===== config.mk =====
export PLATFORM = sky130hd
export DESIGN_NAME = sink2_flat
export DESIGN_NICKNAME = d
export VERILOG_FILES = /design/src/rtl/sink2_pkg.sv /design/src/rtl/sink2_if.sv /design/src/rtl/sink2_fifo.sv /design/src/rtl/sink2.sv /design/src/flat_wrapper.sv
export SDC_FILE = /design/constraint.sdc
export NUM_CORES = 1
export LEC_CHECK = 0
export ABC_AREA = 0
export CELL_PAD_IN_SITES_DETAIL_PLACEMENT = 0
export CELL_PAD_IN_SITES_GLOBAL_PLACEMENT = 1
export CORE_MARGIN = 2
export CORE_UTILIZATION = 25
export DETAILED_ROUTE_END_ITERATION = 10
export GPL_TIMING_DRIVEN = 0
export PLACE_DENSITY_LB_ADDON = 0.25
export SYNTH_ARGS = -nofsm -noshare
export SYNTH_HDL_FRONTEND = slang
export SYNTH_SLANG_ARGS = --single-unit

===== constraint.sdc =====
create_clock -name clk -period 3.1 [get_ports clk]
set_clock_uncertainty 0.2 [all_clocks]
set_input_delay 0.62 -clock clk [delete_from_list [all_inputs] [get_ports clk]]
set_output_delay 0.62 -clock clk [all_outputs]
set_load 0.005 [all_outputs]

===== src/rtl/sink2_pkg.sv =====
// sink2_pkg: shared definitions for the toggle-handshake flit sink.
//   state_t       - sink FSM state encoding (IDLE/WAIT/HOLD, 2 bits)
//   FLIT_CNT_W    - width of the accepted-flit counter
//   FLIT_CNT_MAX  - saturation value of the accepted-flit counter
//   sat_inc()     - saturating increment for the flit counter
package sink2_pkg;

    typedef enum logic [1:0] {
        ST_IDLE = 2'd0,
        ST_WAIT = 2'd1,
        ST_HOLD = 2'd2
    } state_t;

    localparam int                    FLIT_CNT_W   = 8;
    localparam logic [FLIT_CNT_W-1:0] FLIT_CNT_MAX = 8'd255;

    // Saturating increment: the counter sticks at FLIT_CNT_MAX.
    function automatic logic [FLIT_CNT_W-1:0] sat_inc(input logic [FLIT_CNT_W-1:0] v);
        logic [FLIT_CNT_W-1:0] r;
        if (v == FLIT_CNT_MAX) begin
            r = v;
        end else begin
            r = v + 8'd1;
        end
        return r;
    endfunction

endpackage


===== src/rtl/sink2_if.sv =====
// sink2_if: two-phase (toggle) req/ack flit channel between a source and a sink.
//   req  - toggles once per flit offered (source -> sink)
//   data - flit payload, stable from the req toggle until the matching ack toggle
//   ack  - toggles once per flit accepted (sink -> source)
// Modports: master = source side, slave = sink side.
interface sink2_if #(
    parameter int SIZE = 8
);
    logic            req;
    logic [SIZE-1:0] data;
    logic            ack;

    modport master (output req, output data, input ack);
    modport slave  (input req, input data, output ack);
endinterface


===== src/rtl/sink2_fifo.sv =====
// sink2_fifo: small synchronous FIFO with a registered head output.
//   clk, reset (async, active-low)
//   push/din  - write din when not full (or full with a same-cycle pop)
//   pop       - drop the head; ignored when empty
//   dout      - registered head; holds its last value while empty
//   empty/full- occupancy flags decoded from the count register
module sink2_fifo
    import sink2_pkg::*;
#(
    parameter int SIZE  = 8,
    parameter int DEPTH = 4
) (
    input  logic            clk,
    input  logic            reset,
    input  logic            push,
    input  logic [SIZE-1:0] din,
    input  logic            pop,
    output logic [SIZE-1:0] dout,
    output logic            empty,
    output logic            full
);

    localparam int PW = (DEPTH > 1) ? $clog2(DEPTH) : 1;
    localparam int CW = PW + 1;

    logic [SIZE-1:0] mem_r [DEPTH];
    logic [PW-1:0]   wr_ptr_r;
    logic [PW-1:0]   rd_ptr_r;
    logic [CW-1:0]   count_r;
    logic [SIZE-1:0] dout_r;
    logic            pop_s;
    logic            push_s;
    logic [PW-1:0]   rd_next_s;

    assign empty     = (count_r == CW'(0));
    assign full      = (count_r == CW'(DEPTH));
    assign pop_s     = pop & ~empty;
    assign push_s    = push & (~full | pop_s);
    // DEPTH is a power of two, so pointers wrap by plain overflow.
    assign rd_next_s = rd_ptr_r + PW'(1);
    assign dout      = dout_r;

    // Storage write port.
    always_ff @(posedge clk) begin
        if (push_s) begin
            mem_r[wr_ptr_r] <= din;
        end
    end

    // Pointers and occupancy count; push+pop together leaves the count alone.
    always_ff @(posedge clk or negedge reset) begin
        if (!reset) begin
            wr_ptr_r <= {PW{1'b0}};
            rd_ptr_r <= {PW{1'b0}};
            count_r  <= {CW{1'b0}};
        end else begin
            if (push_s) begin
                wr_ptr_r <= wr_ptr_r + PW'(1);
            end
            if (pop_s) begin
                rd_ptr_r <= rd_next_s;
            end
            case ({push_s, pop_s})
                2'b10:   count_r <= count_r + CW'(1);
                2'b01:   count_r <= count_r - CW'(1);
                default: count_r <= count_r;
            endcase
        end
    end

    // Registered head: takes din when the FIFO is (or becomes) empty before
    // the push lands, otherwise the next stored entry after a pop.
    always_ff @(posedge clk or negedge reset) begin
        if (!reset) begin
            dout_r <= {SIZE{1'b0}};
        end else if (push_s && (empty || (pop_s && (count_r == CW'(1))))) begin
            dout_r <= din;
        end else if (pop_s && (count_r > CW'(1))) begin
            dout_r <= mem_r[rd_next_s];
        end else begin
            dout_r <= dout_r;
        end
    end

endmodule


===== src/rtl/sink2.sv =====
// sink2: receiving end of the toggle req/ack flit handshake.
//   clk, reset (async, active-low)
//   flit        - sink2_if.slave: req/data in, ack out
//   out_data    - registered FIFO head, meaningful while out_valid=1
//   out_valid   - FIFO non-empty
//   out_ready   - consumer pops the head on out_valid & out_ready
//   flits       - accepted-flit count, saturating at 255
//   payload_err - sticky: an accepted flit differed from EXPECTED_PAYLOAD
//   proto_err   - sticky: req toggled while a flit was still unacknowledged
module sink2
    import sink2_pkg::*;
#(
    parameter int ID               = 0,
    parameter int SIZE             = 8,
    parameter int EXPECTED_PAYLOAD = 4,
    parameter bit CHECK_PAYLOAD    = 1'b1,
    parameter int ACK_DELAY        = 0,
    parameter int FIFO_DEPTH       = 4,
    parameter int SYNC_STAGES      = 0
) (
    input  logic                  clk,
    input  logic                  reset,
    sink2_if.slave                flit,
    output logic [SIZE-1:0]       out_data,
    output logic                  out_valid,
    input  logic                  out_ready,
    output logic [FLIT_CNT_W-1:0] flits,
    output logic                  payload_err,
    output logic                  proto_err
);

    localparam logic [3:0]      DELAY_LOAD = 4'(ACK_DELAY);
    localparam logic [SIZE-1:0] EXPECTED   = SIZE'(EXPECTED_PAYLOAD);

    // Reject configurations the delay counter and FIFO cannot represent.
    if (ID < 0 || ACK_DELAY < 0 || ACK_DELAY > 15 || SYNC_STAGES < 0 ||
        FIFO_DEPTH < 2 || FIFO_DEPTH > 16 || ((FIFO_DEPTH & (FIFO_DEPTH - 1)) != 0)) begin : g_bad_params
        $error("sink2: illegal parameter set");
    end

    state_t                state_r;
    logic [3:0]            cnt_r;
    logic [SIZE-1:0]       hold_r;
    logic                  ack_r;
    logic [FLIT_CNT_W-1:0] flits_r;
    logic                  payload_err_r;
    logic                  proto_err_r;
    logic                  req_old_r;
    logic                  req_s;
    logic                  req_seen_s;
    logic                  fifo_empty_s;
    logic                  fifo_full_s;
    logic                  pop_s;
    logic                  slot_s;
    logic                  push_s;

    if (SYNC_STAGES > 0) begin : g_sync
        logic [SYNC_STAGES-1:0] sync_r;

        // req synchronizer chain; the oldest stage feeds edge detection.
        always_ff @(posedge clk or negedge reset) begin
            if (!reset) begin
                sync_r <= {SYNC_STAGES{1'b0}};
            end else begin
                sync_r <= (sync_r << 1) | SYNC_STAGES'(flit.req);
            end
        end

        assign req_s = sync_r[SYNC_STAGES-1];
    end else begin : g_nosync
        assign req_s = flit.req;
    end

    // Last seen req level; any difference marks a newly offered flit.
    always_ff @(posedge clk or negedge reset) begin
        if (!reset) begin
            req_old_r <= 1'b0;
        end else begin
            req_old_r <= req_s;
        end
    end

    assign req_seen_s = req_s ^ req_old_r;
    assign out_valid  = ~fifo_empty_s;
    assign pop_s      = out_valid & out_ready;
    // A same-cycle pop frees the slot the push needs.
    assign slot_s     = ~fifo_full_s | pop_s;

    // Push decode: the held flit enters the FIFO once its delay has run out and a slot exists.
    always_comb begin
        push_s = 1'b0;
        case (state_r)
            ST_WAIT: push_s = (cnt_r == 4'd0) && slot_s;
            ST_HOLD: push_s = slot_s;
            default: push_s = 1'b0;
        endcase
    end

    // Handshake FSM with its registered ack, counter and sticky error flags.
    always_ff @(posedge clk or negedge reset) begin
        if (!reset) begin
            state_r       <= ST_IDLE;
            cnt_r         <= 4'd0;
            hold_r        <= {SIZE{1'b0}};
            ack_r         <= 1'b0;
            flits_r       <= {FLIT_CNT_W{1'b0}};
            payload_err_r <= 1'b0;
            proto_err_r   <= 1'b0;
        end else begin
            case (state_r)
                ST_IDLE: begin
                    if (req_seen_s) begin
                        hold_r  <= flit.data;
                        cnt_r   <= DELAY_LOAD;
                        state_r <= ST_WAIT;
                    end
                end
                ST_WAIT: begin
                    if (cnt_r != 4'd0) begin
                        cnt_r <= cnt_r - 4'd1;
                    end else if (slot_s) begin
                        state_r <= ST_IDLE;
                    end else begin
                        state_r <= ST_HOLD;
                    end
                end
                ST_HOLD: begin
                    if (slot_s) begin
                        state_r <= ST_IDLE;
                    end
                end
                default: state_r <= ST_IDLE;
            endcase

            if (push_s) begin
                ack_r         <= ~ack_r;
                flits_r       <= sat_inc(flits_r);
                payload_err_r <= payload_err_r | (CHECK_PAYLOAD && (hold_r != EXPECTED));
            end

            // A toggle while busy is a source violation; the held flit is kept.
            if (req_seen_s && (state_r != ST_IDLE)) begin
                proto_err_r <= 1'b1;
            end
        end
    end

    sink2_fifo #(
        .SIZE  (SIZE),
        .DEPTH (FIFO_DEPTH)
    ) u_fifo (
        .clk   (clk),
        .reset (reset),
        .push  (push_s),
        .din   (hold_r),
        .pop   (pop_s),
        .dout  (out_data),
        .empty (fifo_empty_s),
        .full  (fifo_full_s)
    );

    assign flit.ack    = ack_r;
    assign flits       = flits_r;
    assign payload_err = payload_err_r;
    assign proto_err   = proto_err_r;

endmodule


===== src/flat_wrapper.sv =====
// flat-port wrapper written by rule: the top's interface ports become plain ports
module sink2_flat import sink2_pkg::*;
#(
    parameter int ID               = 0,
    parameter int SIZE             = 8,
    parameter int EXPECTED_PAYLOAD = 4,
    parameter bit CHECK_PAYLOAD    = 1'b1,
    parameter int ACK_DELAY        = 0,
    parameter int FIFO_DEPTH       = 4,
    parameter int SYNC_STAGES      = 0
)
  (clk, reset, out_data, out_valid, out_ready, flits, payload_err, proto_err, flit_req, flit_data, flit_ack);
  sink2_if #(.SIZE(SIZE)) flit_i ();
  input  logic clk;
  input  logic reset;
  output logic [SIZE-1:0] out_data;
  output logic out_valid;
  input  logic out_ready;
  output logic [FLIT_CNT_W-1:0] flits;
  output logic payload_err;
  output logic proto_err;
  input wire logic [$bits(flit_i.req)-1:0] flit_req;
  input wire logic [$bits(flit_i.data)-1:0] flit_data;
  output wire logic [$bits(flit_i.ack)-1:0] flit_ack;
  assign flit_i.req = flit_req;
  assign flit_i.data = flit_data;
  assign flit_ack = flit_i.ack;
  sink2 #(.ID(ID), .SIZE(SIZE), .EXPECTED_PAYLOAD(EXPECTED_PAYLOAD), .CHECK_PAYLOAD(CHECK_PAYLOAD), .ACK_DELAY(ACK_DELAY), .FIFO_DEPTH(FIFO_DEPTH), .SYNC_STAGES(SYNC_STAGES)) u_core (.clk(clk), .reset(reset), .flit(flit_i), .out_data(out_data), .out_valid(out_valid), .out_ready(out_ready), .flits(flits), .payload_err(payload_err), .proto_err(proto_err));
endmodule

Word-level counts from Yosys, hierarchy flattened
Memories as Yosys holds them, arrays and structs flattened.
Cells that the tools add are included.

word-level totals
  input bits = 12
  output and inout port bits = 20
  word-level logic and storage cells = 75
  memories kept = 1
  bits in registers = 41
  memory bits (writable) = 32

memories
  memory               words  width  rd ports  clocked after Yosys merged registers in  wr ports  line              source
  u_core.u_fifo.mem_r  4      8      1         0                                        1         sink2_fifo.sv:26  logic [SIZE-1:0] mem_r [DEPTH];

cells by class
  add/subtract/negate cells = 6
  muxes and demuxes = 14
  bitwise operators = 11
  order comparisons = 1
  equality and inequality tests = 12
  reductions and logical operators = 18

operators with widths
  cell                                               count
  2-to-1 mux 8 bit                                   2
  adder 8 x 1 -> 8 bit (second input constant)       1
  == test 8 bit (second input constant)              1
  2-to-1 mux 2 bit                                   4
  2-to-1 mux 4 bit                                   2
  != test 8 x 3 -> 1 bit (second input constant)     1
  one-hot mux 4 bit (2 select lines)                 1
  nonzero test 2 bit                                 4
  != test 2 x 1 -> 1 bit (second input constant)     3
  one-hot mux 2 bit (3 select lines)                 1
  one-hot mux 3 bit (2 select lines)                 1
  AND reduction 3 bit                                2
  logical AND 1 bit                                  5
  adder 2 x 1 -> 2 bit (second input constant)       2
  == test 2 x 1 -> 1 bit (second input constant)     2
  == test 2 bit (second input constant)              2
  zero test 4 bit                                    1
  inverter 1 bit                                     4
  AND reduction 2 bit                                2
  nonzero test 4 bit                                 1
  subtractor 4 x 1 -> 4 bit (second input constant)  1
  adder 3 x 1 -> 3 bit (second input constant)       1
  AND 1 bit                                          3
  == test 3 x 1 -> 1 bit (second input constant)     1
  other kinds (11)                                   14

Logic depth before layout (Yosys ltp)
Gate-level depths: netlist (run 1).

  depth after elaboration = 9
  depth in mapped cells = 9
  gate-level depth less buffers = 9

Cells and area by module
Synthesis (run 1) repeated with hierarchy kept, for this count alone.

unflattened totals
  cell total of the unflattened synthesis = 260
  area total of the unflattened synthesis = 3484.6 um2

modules (own cells, without submodules)
  module      area an instance (um2)  cells each  sequential area each (um2)  instances
  sink2_fifo  2182.1                  149         1336.3                      1
  sink2       1302.5                  111         650.6                       1

Worst setup path after synthesis (run 1)
No wires, ideal clock.

  path type = reg2reg
  start = register u_core.u_fifo.count_r[0]
  end = memory u_core.u_fifo.mem_r[0][0] (enable)
  data required time = 2.568 ns
  library setup time = 0.332 ns
  clock period less this slack = 2.335 ns
  cell stages (with the launch flop) = 7
  arrival time = 1.803 ns
  setup slack = 0.765 ns
  cells stage by stage = dfrtp_1 -> inv_1 -> ha_1 -> and3b_1 -> a211oi_2 -> clkbuf_1 -> and2_1

on the way
  word-level cells in the longest chain between the ends = 9
  elaborated cells between the ends (all ways) = 13
  those cells by class = eq/ne (1); mux (3); bitwise (7); reduce/logical (2)

ends and longest elaborated chain
  what                                      line                           source
  start, declared                           sink2_fifo.sv:29               logic [CW-1:0] count_r;
  start signal, assigned                    sink2_fifo.sv:55               count_r <= {CW{1'b0}};
  start signal, assigned                    sink2_fifo.sv:64               2'b10: count_r <= count_r + CW'(1);
  start signal, assigned                    sink2_fifo.sv:65               2'b01: count_r <= count_r - CW'(1);
  zero test 3 bit                           sink2_fifo.sv:35               assign empty = (count_r == CW'(0));
  inverter 1 bit                            sink2_fifo.sv:37, sink2.sv:84
  AND 1 bit                                 sink2.sv:85                    assign pop_s = out_valid & out_ready;
  OR 1 bit                                  sink2.sv:87                    assign slot_s = ~fifo_full_s | pop_s;
  logical AND 1 bit                         sink2.sv:93                    ST_WAIT: push_s = (cnt_r == 4'd0) && slot_s;
  one-hot mux 1 bit (2 select lines)        sink2.sv:92                    case (state_r)
  AND 1 bit *                               sink2_fifo.sv:38               assign push_s = push & (~full | pop_s);
  2-to-1 mux 1 bit *                        sink2_fifo.sv:45               if (push_s) begin
  2-to-1 mux 1 bit (not written as such) *  sink2_fifo.sv:46               mem_r[wr_ptr_r] <= din;
  end, declared                             sink2_fifo.sv:26

Every way passes the cells marked *; elsewhere a longest branch is shown, timed or not.

Worst setup path after layout (run 1)
  start = register u_core.state_r[1]
  end = memory u_core.u_fifo.mem_r[3][7] (enable)

on the way
  word-level cells in the longest chain between the ends = 5
  elaborated cells between the ends (all ways) = 6
  those cells by class = eq/ne (2); mux (3); bitwise (1)

ends and longest elaborated chain
  what                                                            line              source
  start, declared                                                 sink2.sv:41       state_t state_r;
  start signal, assigned                                          sink2.sv:102      state_r <= ST_IDLE;
  start signal, assigned                                          sink2.sv:115      state_r <= ST_WAIT;
  start signal, assigned                                          sink2.sv:122      state_r <= ST_IDLE;
  == test 2 bit / == test 2 x 1 -> 1 bit (equally long branches)  sink2.sv:92
  one-hot mux 1 bit (2 select lines) *                            sink2.sv:92
  AND 1 bit *                                                     sink2_fifo.sv:38
  2-to-1 mux 1 bit *                                              sink2_fifo.sv:45
  2-to-1 mux 1 bit (not written as such) *                        sink2_fifo.sv:46

Marks and branches as above.

==> impl_metrics.sql, run 1 <==
INSERT INTO impl_metrics (metric_group, metric, value, unit) VALUES
('drt', 'drc_errors', '0', ''),
('critical_path', 'worst_ep_arrival_time', '2.67', 'ns'),
('placed_design', 'post-place-cells', '450', ''),
('die', 'initial_core_util', '25.30', '%'),
('placed_design', 'place_ws', '-0.1196', 'ns'),
('yosys', 'postSynth.asyncResetShare', '56.16', '%'),
('sta', 'finalSetupViolCount', '0', ''),
('sta', 'period_minus_slack', '2.883', 'ns'),
('sta', 'worst_slew_margin_rel', '29.20', '%'),
('clocking', 'clock_sinks', '73', ''),
('clocking', 'tritoncts', 'yes', ''),
('placed_design', 'gp_congestion', '0.7266', ''),
('critical_path', 'critical_path.top_delay_family', 'simple AND/OR/NAND/NOR gates', ''),
('die', 'io_pins', '32', ''),
('outcome', 'run_status', 'finished, final reports clean', ''),
('global_routing', 'antenna_found_initial', '0', ''),
('clocking', 'ctsLongestPathBuffers', '2', ''),
('pwr', 'pwr-share-clk', '26.6', '%'),
('clocking', 'cts_hold_repair.buffers', '0', ''),
('yosys', 'dominantRegCellSynth', 'sky130_fd_sc_hd__dfrtp_1', ''),
('clocking', 'cts_root_buf', 'sky130_fd_sc_hd__clkbuf_16', ''),
('global_routing', 'first_global_vias', '2142', ''),
('pwr', 'report.power.total', '0.004072', 'W'),
('global_routing', 'groute.usage.overall', '10.49', '%'),
('sta', 'fmaxAchievable', '346.8', 'MHz'),
('drt', 'route.met2.wl', '3.137', 'mm'),
('yosys', 'seq_area_frac_synth', '60.02', '%'),
('pwr', 'switchingPower', '0.001302', 'W'),
('yosys', 'synthTopCellsByArea', 'sky130_fd_sc_hd__dfrtp_1, sky130_fd_sc_hd__edfxtp_1, sky130_fd_sc_hd__mux4_2', ''),
('drt', 'antenna_violating_nets_post_route', '0', ''),
('critical_path', 'cp_num_buf_inv', '2', ''),
('die', 'core', '0.01309', 'mm²'),
('pwr', 'power_frac_comb', '33.4', '%'),
('drt', 'drt_wl_total', '6.771', 'mm'),
('critical_path', 'cp_slowest_cell', 'sky130_fd_sc_hd__and2_1', ''),
('critical_path', 'crit_path_start_kind', 'flop', ''),
('drt', 'average_wire_per_standard_cell', '14.53', 'µm'),
('clocking', 'tritoncts.num_buffers', '9', ''),
('job', 'drv.max_cap_violation_count', '0', ''),
('cells_and_area', 'antennaDiodeCount', '0', ''),
('yosys', 'synth_commonest_cells', 'sky130_fd_sc_hd__dfrtp_1, sky130_fd_sc_hd__edfxtp_1, sky130_fd_sc_hd__ha_1', ''),
('sta', 'hold_slack', '0.03156', 'ns'),
('cells_and_area', 'syn2layout_area_growth', '26.04', '%'),
('drt', 'detail_route.wirelength.met1', '3.240', 'mm'),
('placed_design', 'place.port_buffers', '31', ''),
('critical_path', 'crit_chain', 'inv_1, ha_1, nand4bb_1, a211oi_2, clkbuf_1, and2_1', ''),
('yosys', 'synth_warnings', '0', ''),
('yosys', 'synthesis.nets', '268', ''),
('yosys', 'mappedNetlistArea', '0.003311', 'mm²'),
('sta', 'min_period_over_period', '93.02', '%'),
('yosys', 'post-synth-top-area-fraction', '30.99', '%'),
('pwr', 'leakage_power_total', '1.534', 'nW'),
('critical_path', 'setup_slack_of_the_most_critical_reg_to_reg_path', '0.22', 'ns'),
('yosys', 'syn-instance-count', '242', ''),
('yosys', 'synth-edff-count', '32', ''),
('drt', 'routed-wl-met3', '230', 'µm'),
('pwr', 'power.switching_fraction', '31.97', '%'),
('sta', 'slew_viol_final', '0', ''),
('critical_path', 'worstSetupPathType', 'reg2reg', ''),
('drt', 'drt-pass1-iter-count', '4', ''),
('drt', 'dr_total_vias', '2040', ''),
('critical_path', 'path_max_fanout', '10', ''),
('die', 'die_span_in_x', '119.1', 'µm'),
('cells_and_area', 'drive_above_1_share', '14.48', '%'),
('sta', 'worstMarginPinSlew', '1.053', 'ns'),
('clocking', 'cts.clk_slew.worst_paths', '0.05', 'ns'),
('cells_and_area', 'stdcell_count', '466', ''),
('die', 'design.die.area', '0.01418', 'mm²'),
('critical_path', 'critPathMaxStageDelay', '0.46', 'ns'),
('global_routing', 'grt_max_degree', '26', ''),
('cells_and_area', 'postLayoutCoreUtil', '31.89', '%');
## what timing repair did
action | 4_1_cts | 5_1_grt
resized for setup | 0 | 3
setup buffers | 0 | 0
endpoints found under the hold margin | 0 | 0
endpoints found under the setup margin | 0 | 18
## final timing paths
check	start	cells past startpoint	endpoint
min in group clk	u_core.payload_err	1	u_core.payload_err
max in group asynchronous	reset	2	u_core.hold_r[0]
max reg2reg	u_core.state_r[1]	6	u_core.u_fifo.mem_r[3][7]
min	reset	1	u_core.u_fifo.count_r[0]
max	u_core.state_r[1]	6	u_core.u_fifo.mem_r[3][7]
min reg2reg	u_core.payload_err	1	u_core.payload_err
## cell usage in the layout, fill, tap and decap left out, types with 9 or more instances in the layout
cell type / count
sky130_fd_sc_hd__nor2_1: 13
sky130_fd_sc_hd__edfxtp_1: 32
sky130_fd_sc_hd__mux2_2: 10
sky130_fd_sc_hd__inv_1: 13
sky130_fd_sc_hd__clkbuf_16: 9
sky130_fd_sc_hd__ha_1: 14
sky130_fd_sc_hd__a21oi_1: 12
sky130_fd_sc_hd__xnor2_1: 9
sky130_fd_sc_hd__clkdlybuf4s50_1: 30
sky130_fd_sc_hd__dfrtp_1: 41
sky130_fd_sc_hd__clkbuf_1: 9
## area by class of cell
class | instances | area (µm²)
multi-input cells | 146 | 1240
clock inverters | 5 | 80.08
well taps | 176 | 220.2
flip-flops and latches | 73 | 1987
plain buffers | 9 | 35.03
inverters | 14 | 52.55
repair buffers | 32 | 325.3
fillers | 1302 | 8912
clock buffers | 11 | 232.7
## registers in the layout, summed over array words and instances (netlist names)
name,count
u_core.u_fifo.dout,8
u_core.u_fifo.wr_ptr_r,2
u_core.u_fifo.mem_r,32
u_core.u_fifo.count_r,3
u_core.hold_r,8
u_core.proto_err,1
u_core.flit.ack,1
u_core.cnt_r,4
u_core.state_r,2
u_core.flits,8
u_core.payload_err,1
u_core.u_fifo.rd_ptr_r,2
u_core.req_old_r,1
## logic make-up (layout without fill, tap and decap cells)
group	after synthesis	after routing	share of synthesized area, %
AOI/OAI and AO/OA	51	51	11.07
xor gates and xnor gates	13	13	3.439
adders and majority gates	14	14	5.291
buffers and inverters	23	71	2.645
DFF	73	73	60.01
muxes	20	20	9.486
and+or+nand+nor	48	48	8.050
## routing by layer
metal  vias up  track usage, %
li1        989               -
met1      1015           13.62
met2        27           16.16
met3         9           2.538
met4         0           5.580
met5         -               0
## power groups by stage
stage / Clock, W / Sequential, W / Combinational [W]
2_1_floorplan: 0 / 0.00157 / 0.000904
4_1_cts: 0.00112 / 0.00163 / 0.00139
3_3_place_gp: 0 / 0.00164 / 0.00137
3_5_place_dp: 0 / 0.00165 / 0.00138
5_1_grt: 0.00115 / 0.00167 / 0.00154
6_report: 0.00108 / 0.00163 / 0.00136
## metrics by stage
step,cell area [µm²],setup TNS (ns)
after CTS,4169,0
after global routing,4173,-0.0001574
after detailed placement,3856,-3.611
after floorplan,3311,0
final,4173,0
after global placement,3841,-7.970
No activity file was read; power rests on OpenSTA's default activity.
==> inputs of run 2 (changes only) <==
Settings changed: REMOVE_ABC_BUFFERS set to 1.
==> impl_metrics.sql, run 2 (synthesized netlist as in run 1, its figures left out) <==
INSERT INTO impl_metrics (metric_group, metric, value, unit) VALUES
('outcome', 'run_status', 'finished, final reports clean', ''),
('critical_path', 'endpoint_kind', 'flop', ''),
('die', 'core', '0.01309', 'mm²'),
('drt', 'viasPerCell', '4.382', ''),
('sta', 'fmaxAchievable', '382.0', 'MHz'),
('global_routing', 'first_global_vias', '2086', ''),
('cells_and_area', 'syn2layout_area_growth', '26.42', '%'),
('clocking', 'clock_latency', '0.33', 'ns'),
('drt', 'drt_wl_total', '7.097', 'mm'),
('critical_path', 'critPathMaxStageDelay', '0.63', 'ns'),
('critical_path', 'worstSetupPathType', 'in2reg', ''),
('drt', 'drt-pass1-iter-count', '4', ''),
('sta', 'worst_slew_margin_rel', '12.59', '%'),
('drt', 'antenna_violating_nets_post_route', '0', ''),
('cells_and_area', 'largest_reg_flops', '32', ''),
('cells_and_area', 'final_net_count', '306', ''),
('cells_and_area', 'final_cell_mix', 'sky130_fd_sc_hd__dfrtp_1, sky130_fd_sc_hd__edfxtp_1, sky130_fd_sc_hd__clkdlybuf4s50_1', ''),
('drt', 'drc_errors', '0', ''),
('clocking', 'clock_sinks', '73', ''),
('sta', 'rsz0062_at_grt', 'false', ''),
('global_routing', 'groute.usage.overall', '10.97', '%'),
('drt', 'dr_total_vias', '2020', ''),
('drt', 'average_wire_per_standard_cell', '15.39', 'µm'),
('placed_design', 'post-place-cells', '441', ''),
('clocking', 'tritoncts', 'yes', ''),
('pwr', 'leakage_power_total', '1.551', 'nW'),
('global_routing', 'overflow', '0', ''),
('cells_and_area', 'stdcell_area', '0.004185', 'mm²'),
('pwr', 'power_density', '980.1', 'mW/mm²'),
('global_routing', 'grt_max_degree', '35', ''),
('critical_path', 'crit_chain', 'dlygate4sd2_1, and3b_1, a211oi_4, buf_12, and2_1', ''),
('placed_design', 'gp_congestion', '0.6973', ''),
('critical_path', 'crit_path_start_kind', 'input port', ''),
('sta', 'setup-tns-final', '0', 'ns'),
('clocking', 'cts.clk_slew.worst_paths', '0.06', 'ns'),
('job', 'drv.max_cap_violation_count', '0', ''),
('placed_design', 'place.port_buffers', '31', ''),
('die', 'design.die.area', '0.01418', 'mm²'),
('critical_path', 'critPathRequiredTime', '2.87', 'ns'),
('critical_path', 'worst_ep_arrival_time', '2.39', 'ns'),
('cells_and_area', 'antennaDiodeCount', '0', ''),
('sta', 'finalSetupViolCount', '0', ''),
('critical_path', 'cp_slowest_cell', 'sky130_fd_sc_hd__dlygate4sd2_1', ''),
('worst_hold_path', 'hold_path_class', 'reg2reg', ''),
('cells_and_area', 'drive_above_1_share', '15.09', '%'),
('global_routing', 'antenna_found_initial', '0', ''),
('die', 'die_span_in_x', '119.1', 'µm'),
('drt', 'first_iter_violations', '137', ''),
('cells_and_area', 'stdcell_count', '461', ''),
('die', 'initial_core_util', '25.30', '%'),
('die', 'row_count', '42', ''),
('sta', 'hold_slack', '0.2659', 'ns'),
('die', 'io_pins', '32', ''),
('clocking', 'htree_levels', '3', ''),
('sta', 'worstMarginPinSlew', '1.300', 'ns'),
('sta', 'min_period_over_period', '84.44', '%'),
('cells_and_area', 'layout_commonest_cell', 'sky130_fd_sc_hd__dfrtp_1', ''),
('clocking', 'ctsLongestPathBuffers', '2', ''),
('cells_and_area', 'max_flop_register', 'u_core.u_fifo.mem_r', ''),
('placed_design', 'dpl.hpwl', '4.628', 'mm'),
('clocking', 'cts_root_buf', 'sky130_fd_sc_hd__clkbuf_16', ''),
('sta', 'hold_violations', '0', ''),
('clocking', 'tritoncts.num_buffers', '9', ''),
('placed_design', 'placed_cell_area', '0.003821', 'mm²'),
('die', 'die_height', '119.1', 'µm'),
('global_routing', 'grt_first_pass_wirelength', '11.63', 'mm'),
('sta', 'period_minus_slack', '2.618', 'ns'),
('sta', 'slew_viol_final', '0', ''),
('critical_path', 'path_max_fanout', '20', ''),
('pwr', 'ir_drop', '0.2950', 'mV');
## run 2: repair_timing
item,in CTS,in global routing
hold buffers,1,0
buffers inserted,0,3
resized for setup,2,0
gates cloned,0,0
hold endpoints to repair,7,0
pin swaps,0,1
setup endpoints to repair,42,2
## run 2: through the flow
stage          util [%]  power (W)  setup WS [ns]
6_report          31.99   0.004102         0.4824
5_1_grt           31.99   0.004402         0.3165
4_1_cts           31.72   0.004137         0.1027
3_5_place_dp      29.20   0.003021        -0.7732
3_3_place_gp      29.09   0.003000        -0.7932
2_1_floorplan         -   0.002448         0.6577
## run 2: critical path: cells and delay by family
family	cells	cell delay, ns
buffers and inverters	2	0.79
AOI/OAI and AO/OA	1	0.21
and+or+nand+nor	2	0.75
## run 2: routing by layer
layer | up-vias | global-route usage, % | share of wire [%]
met3 | 10 | 2.059 | 2.0
li1 | 981 | - | -
met2 | 23 | 16.81 | 47
met4 | 0 | 6.176 | 2.1
met5 | - | 0 | 0
met1 | 1006 | 14.55 | 49
## run 2: path summary, 6_finish.rpt
path / startpoint / endpoint / slack [ns] / depth (start not counted)
worst max-delay path: out_ready / u_core.u_fifo.mem_r[0][4] / 0.48 / 5
worst min-delay path: u_core.payload_err / u_core.payload_err / 0.27 / 1
worst max register to register: u_core.state_r[1] / u_core.u_fifo.mem_r[0][4] / 0.53 / 6
worst min register to register: u_core.payload_err / u_core.payload_err / 0.27 / 1
max in group asynchronous: reset / u_core.u_fifo.dout[3] / 1.75 / 3
min in group asynchronous: reset / u_core.req_old_r / 0.48 / 2
## run 2: layout make-up
class	count	area (µm²)
Fill cell	1309	8900
Timing Repair Buffer	36	369.1
Multi-Input combinational cell	146	1244
Clock buffer	10	239.0
Tap cell	176	220.2
Sequential cell	73	1987
Clock inverter	6	73.82
Inverter	14	52.55
## run 2: where the power goes
group | internal [W] | total [W] | switching (W)
Combinational | 0.000724 | 0.00132 | 0.000598
Clock | 0.000655 | 0.00107 | 0.000413
Sequential | 0.00137 | 0.00171 | 0.000345
Total | 0.00275 | 0.00410 | 0.00136
==> inputs of run 3 (changes only) <==
Clock period 3.1 ns to 2.1 ns, I/O delays scaled along.
==> impl_metrics.sql, run 3 (synthesized netlist as in run 1, its figures left out) <==
INSERT INTO impl_metrics (metric_group, metric, value, unit) VALUES
('drt', 'drc_errors', '0', ''),
('critical_path', 'crit_chain', 'inv_2, ha_4, nand4bb_4, a211oi_4, buf_12, inv_4, ha_4, mux2i_1, nor2_1, xnor2_1', ''),
('drt', 'average_wire_per_standard_cell', '15.53', 'µm'),
('cells_and_area', 'antennaDiodeCount', '0', ''),
('cells_and_area', 'layout_commonest_cell', 'sky130_fd_sc_hd__dfrtp_1', ''),
('global_routing', 'grt_max_degree', '35', ''),
('placed_design', 'dpl.hpwl', '4.628', 'mm'),
('die', 'io_pins', '32', ''),
('critical_path', 'critPathRequiredTime', '2.14', 'ns'),
('die', 'core', '0.01309', 'mm²'),
('critical_path', 'worst_ep_arrival_time', '2.15', 'ns'),
('drt', 'drt_wl_total', '7.363', 'mm'),
('pwr', 'cellInternalPower', '0.004327', 'W'),
('pwr', 'switchingPower', '0.002136', 'W'),
('cells_and_area', 'max_flop_register', 'u_core.u_fifo.mem_r', ''),
('clocking', 'cts.clk_slew.worst_paths', '0.06', 'ns'),
('drt', 'drt-pass1-iter-count', '4', ''),
('sta', 'finalSetupViolCount', '1', ''),
('cells_and_area', 'stdcell_count', '474', ''),
('placed_design', 'post-place-cells', '441', ''),
('critical_path', 'endpoint_kind', 'flop', ''),
('drt', 'dr_total_vias', '2100', ''),
('sta', 'fmaxAchievable', '475.7', 'MHz'),
('sta', 'worstMarginPinSlew', '0.6151', 'ns'),
('critical_path', 'cpMostUsedCell', 'sky130_fd_sc_hd__ha_4', ''),
('cells_and_area', 'largest_reg_flops', '32', ''),
('critical_path', 'critPathMaxStageDelay', '0.39', 'ns'),
('drt', 'viasPerCell', '4.430', ''),
('die', 'die_span_in_x', '119.1', 'µm'),
('critical_path', 'worstSetupPathType', 'reg2reg', ''),
('clocking', 'htree_levels', '3', ''),
('pwr', 'ir_drop', '0.4287', 'mV'),
('global_routing', 'grt_first_pass_wirelength', '12.09', 'mm'),
('clocking', 'clock_latency', '0.33', 'ns'),
('pwr', 'power_density', '1454', 'mW/mm²'),
('pwr', 'pwr-share-clk', '24.3', '%'),
('sta', 'min_period_over_period', '100.1', '%'),
('clocking', 'tritoncts', 'yes', ''),
('global_routing', 'first_global_vias', '2186', ''),
('clocking', 'tritoncts.num_buffers', '9', ''),
('sta', 'postLayoutSetupSlackWorst', '-0.002340', 'ns'),
('die', 'die_height', '119.1', 'µm'),
('drt', 'antenna_violating_nets_post_route', '0', ''),
('pwr', 'power_frac_comb', '37.0', '%'),
('cells_and_area', 'syn2layout_area_growth', '34.24', '%'),
('cells_and_area', 'drive_above_1_share', '28.52', '%'),
('die', 'design.die.area', '0.01418', 'mm²'),
('pwr', 'power.switching_fraction', '33.05', '%'),
('clocking', 'ctsLongestPathBuffers', '2', ''),
('cells_and_area', 'final_cell_mix', 'sky130_fd_sc_hd__dfrtp_1, sky130_fd_sc_hd__edfxtp_1, sky130_fd_sc_hd__clkdlybuf4s50_1', ''),
('cells_and_area', 'final_net_count', '319', ''),
('global_routing', 'overflow', '0', ''),
('job', 'drv.max_cap_violation_count', '0', ''),
('worst_hold_path', 'hold_path_class', 'reg2reg', ''),
('sta', 'worst_slew_margin_rel', '59.00', '%'),
('outcome', 'run_status', 'finished, violations left', ''),
('critical_path', 'crit_path_start_kind', 'flop', ''),
('placed_design', 'gp_congestion', '0.6973', ''),
('die', 'row_count', '42', ''),
('critical_path', 'cp_slowest_cell', 'sky130_fd_sc_hd__dfrtp_1', ''),
('pwr', 'report.power.total', '0.006464', 'W'),
('clocking', 'clock_sinks', '73', ''),
('sta', 'rsz0062_at_grt', 'true', ''),
('die', 'initial_core_util', '25.30', '%'),
('placed_design', 'place.port_buffers', '31', ''),
('cells_and_area', 'postLayoutCoreUtil', '33.96', '%'),
('outcome', 'violations_in_the_final_reports', 'negative setup slack', ''),
('global_routing', 'groute.usage.overall', '11.32', '%'),
('sta', 'hold_violations', '0', ''),
('drt', 'first_iter_violations', '99', ''),
('sta', 'period_minus_slack', '2.102', 'ns'),
('global_routing', 'antenna_found_initial', '0', ''),
('pwr', 'power.share.sequential', '38.7', '%'),
('clocking', 'cts_root_buf', 'sky130_fd_sc_hd__clkbuf_16', ''),
('pwr', 'leakage_power_total', '1.649', 'nW'),
('critical_path', 'path_max_fanout', '6', ''),
('sta', 'slew_viol_final', '0', '');
[run 3: cell types whose count changed in the layout (fill, tap and decap cells not counted), moves of 5 or more]
cell | before | now
sky130_fd_sc_hd__inv_2 | 1 | 6
sky130_fd_sc_hd__buf_4 | 2 | 13
sky130_fd_sc_hd__inv_1 | 13 | 7
sky130_fd_sc_hd__ha_1 | 14 | 8
[run 3: critical path, delay by kind of cell (launching register included)]
| family | cells | cell delay [ns] |
|---|---|---|
| buffers and inverters | 3 | 0.30 |
| multiplexers | 1 | 0.11 |
| AO/OA/AOI/OAI | 1 | 0.30 |
| AND/OR/NAND/NOR | 2 | 0.26 |
| XOR/XNOR | 1 | 0.13 |
| flip-flops | 1 | 0.39 |
| adder cells (fa/ha/maj) | 2 | 0.32 |
[run 3: area by class of cell]
cell class | instances | area [µm²]
Clock buffer | 10 | 239.0
Clock inverter | 6 | 73.82
Fill cell | 1293 | 8641
Inverter | 14 | 55.05
Multi-Input combinational cell | 146 | 1389
Sequential cell | 73 | 1988
Tap cell | 176 | 220.2
Timing Repair Buffer | 49 | 479.2
[run 3: through the flow]
stage                      TNS [ns]  hold WS (ns)  worst slack (ns)  cell area [µm²]
after CTS                  -0.06870        0.2688         -0.009718             4359
after global routing         -1.927        0.2888          -0.09261             4444
after global placement      -120.59        0.2612            -1.593             3806
final                     -0.002340        0.2645         -0.002340             4444
after detailed placement     -79.07       0.09492            -1.573             3821
after floorplan              -9.444      -0.07559           -0.3423             3276
[run 3: final timing paths]
path	slack, ns	endpoint	from	depth (start not counted)
min in group asynchronous	0.28	u_core.req_old_r	reset	2
hold reg to reg	0.26	u_core.payload_err	u_core.payload_err	1
max in group asynchronous	0.95	u_core.flit.ack	reset	3
setup / recovery	-0.002	u_core.u_fifo.count_r[2]	u_core.state_r[1]	10
setup reg to reg	-0.002	u_core.u_fifo.count_r[2]	u_core.state_r[1]	10
hold / removal	0.26	u_core.payload_err	u_core.payload_err	1
[run 3: power groups by stage]
| stage | combinational [W] | sequential [W] | clock, W |
|---|---|---|---|
| CTS | 0.00232 | 0.00251 | 0.00165 |
| floorplan | 0.00122 | 0.00239 | 0 |
| global route | 0.00265 | 0.00258 | 0.00171 |
| global placement | 0.00188 | 0.00255 | 0 |
| detailed placement | 0.00189 | 0.00257 | 0 |
| finish | 0.00239 | 0.00250 | 0.00157 |
[run 3: layer usage]
metal  vias to the layer above  part of all wire [%]  GRT usage [%]  routed length [µm]
met1                      1061                    47          14.70                3450
li1                       1008                     -              -                   -
met3                         9                   1.9          2.059                 137
met2                        22                    50          17.92                3652
met5                         -                     0              0                   0
met4                         0                   1.7          6.101                 123
[run 3: timing repair]
item                       4_1_cts  5_1_grt
setup endpoints to repair       65       56
setup buffers                   11        5
resized for setup               35       12
pin swaps                        4       10
hold buffers                     1        0
hold endpoints to repair         7        0
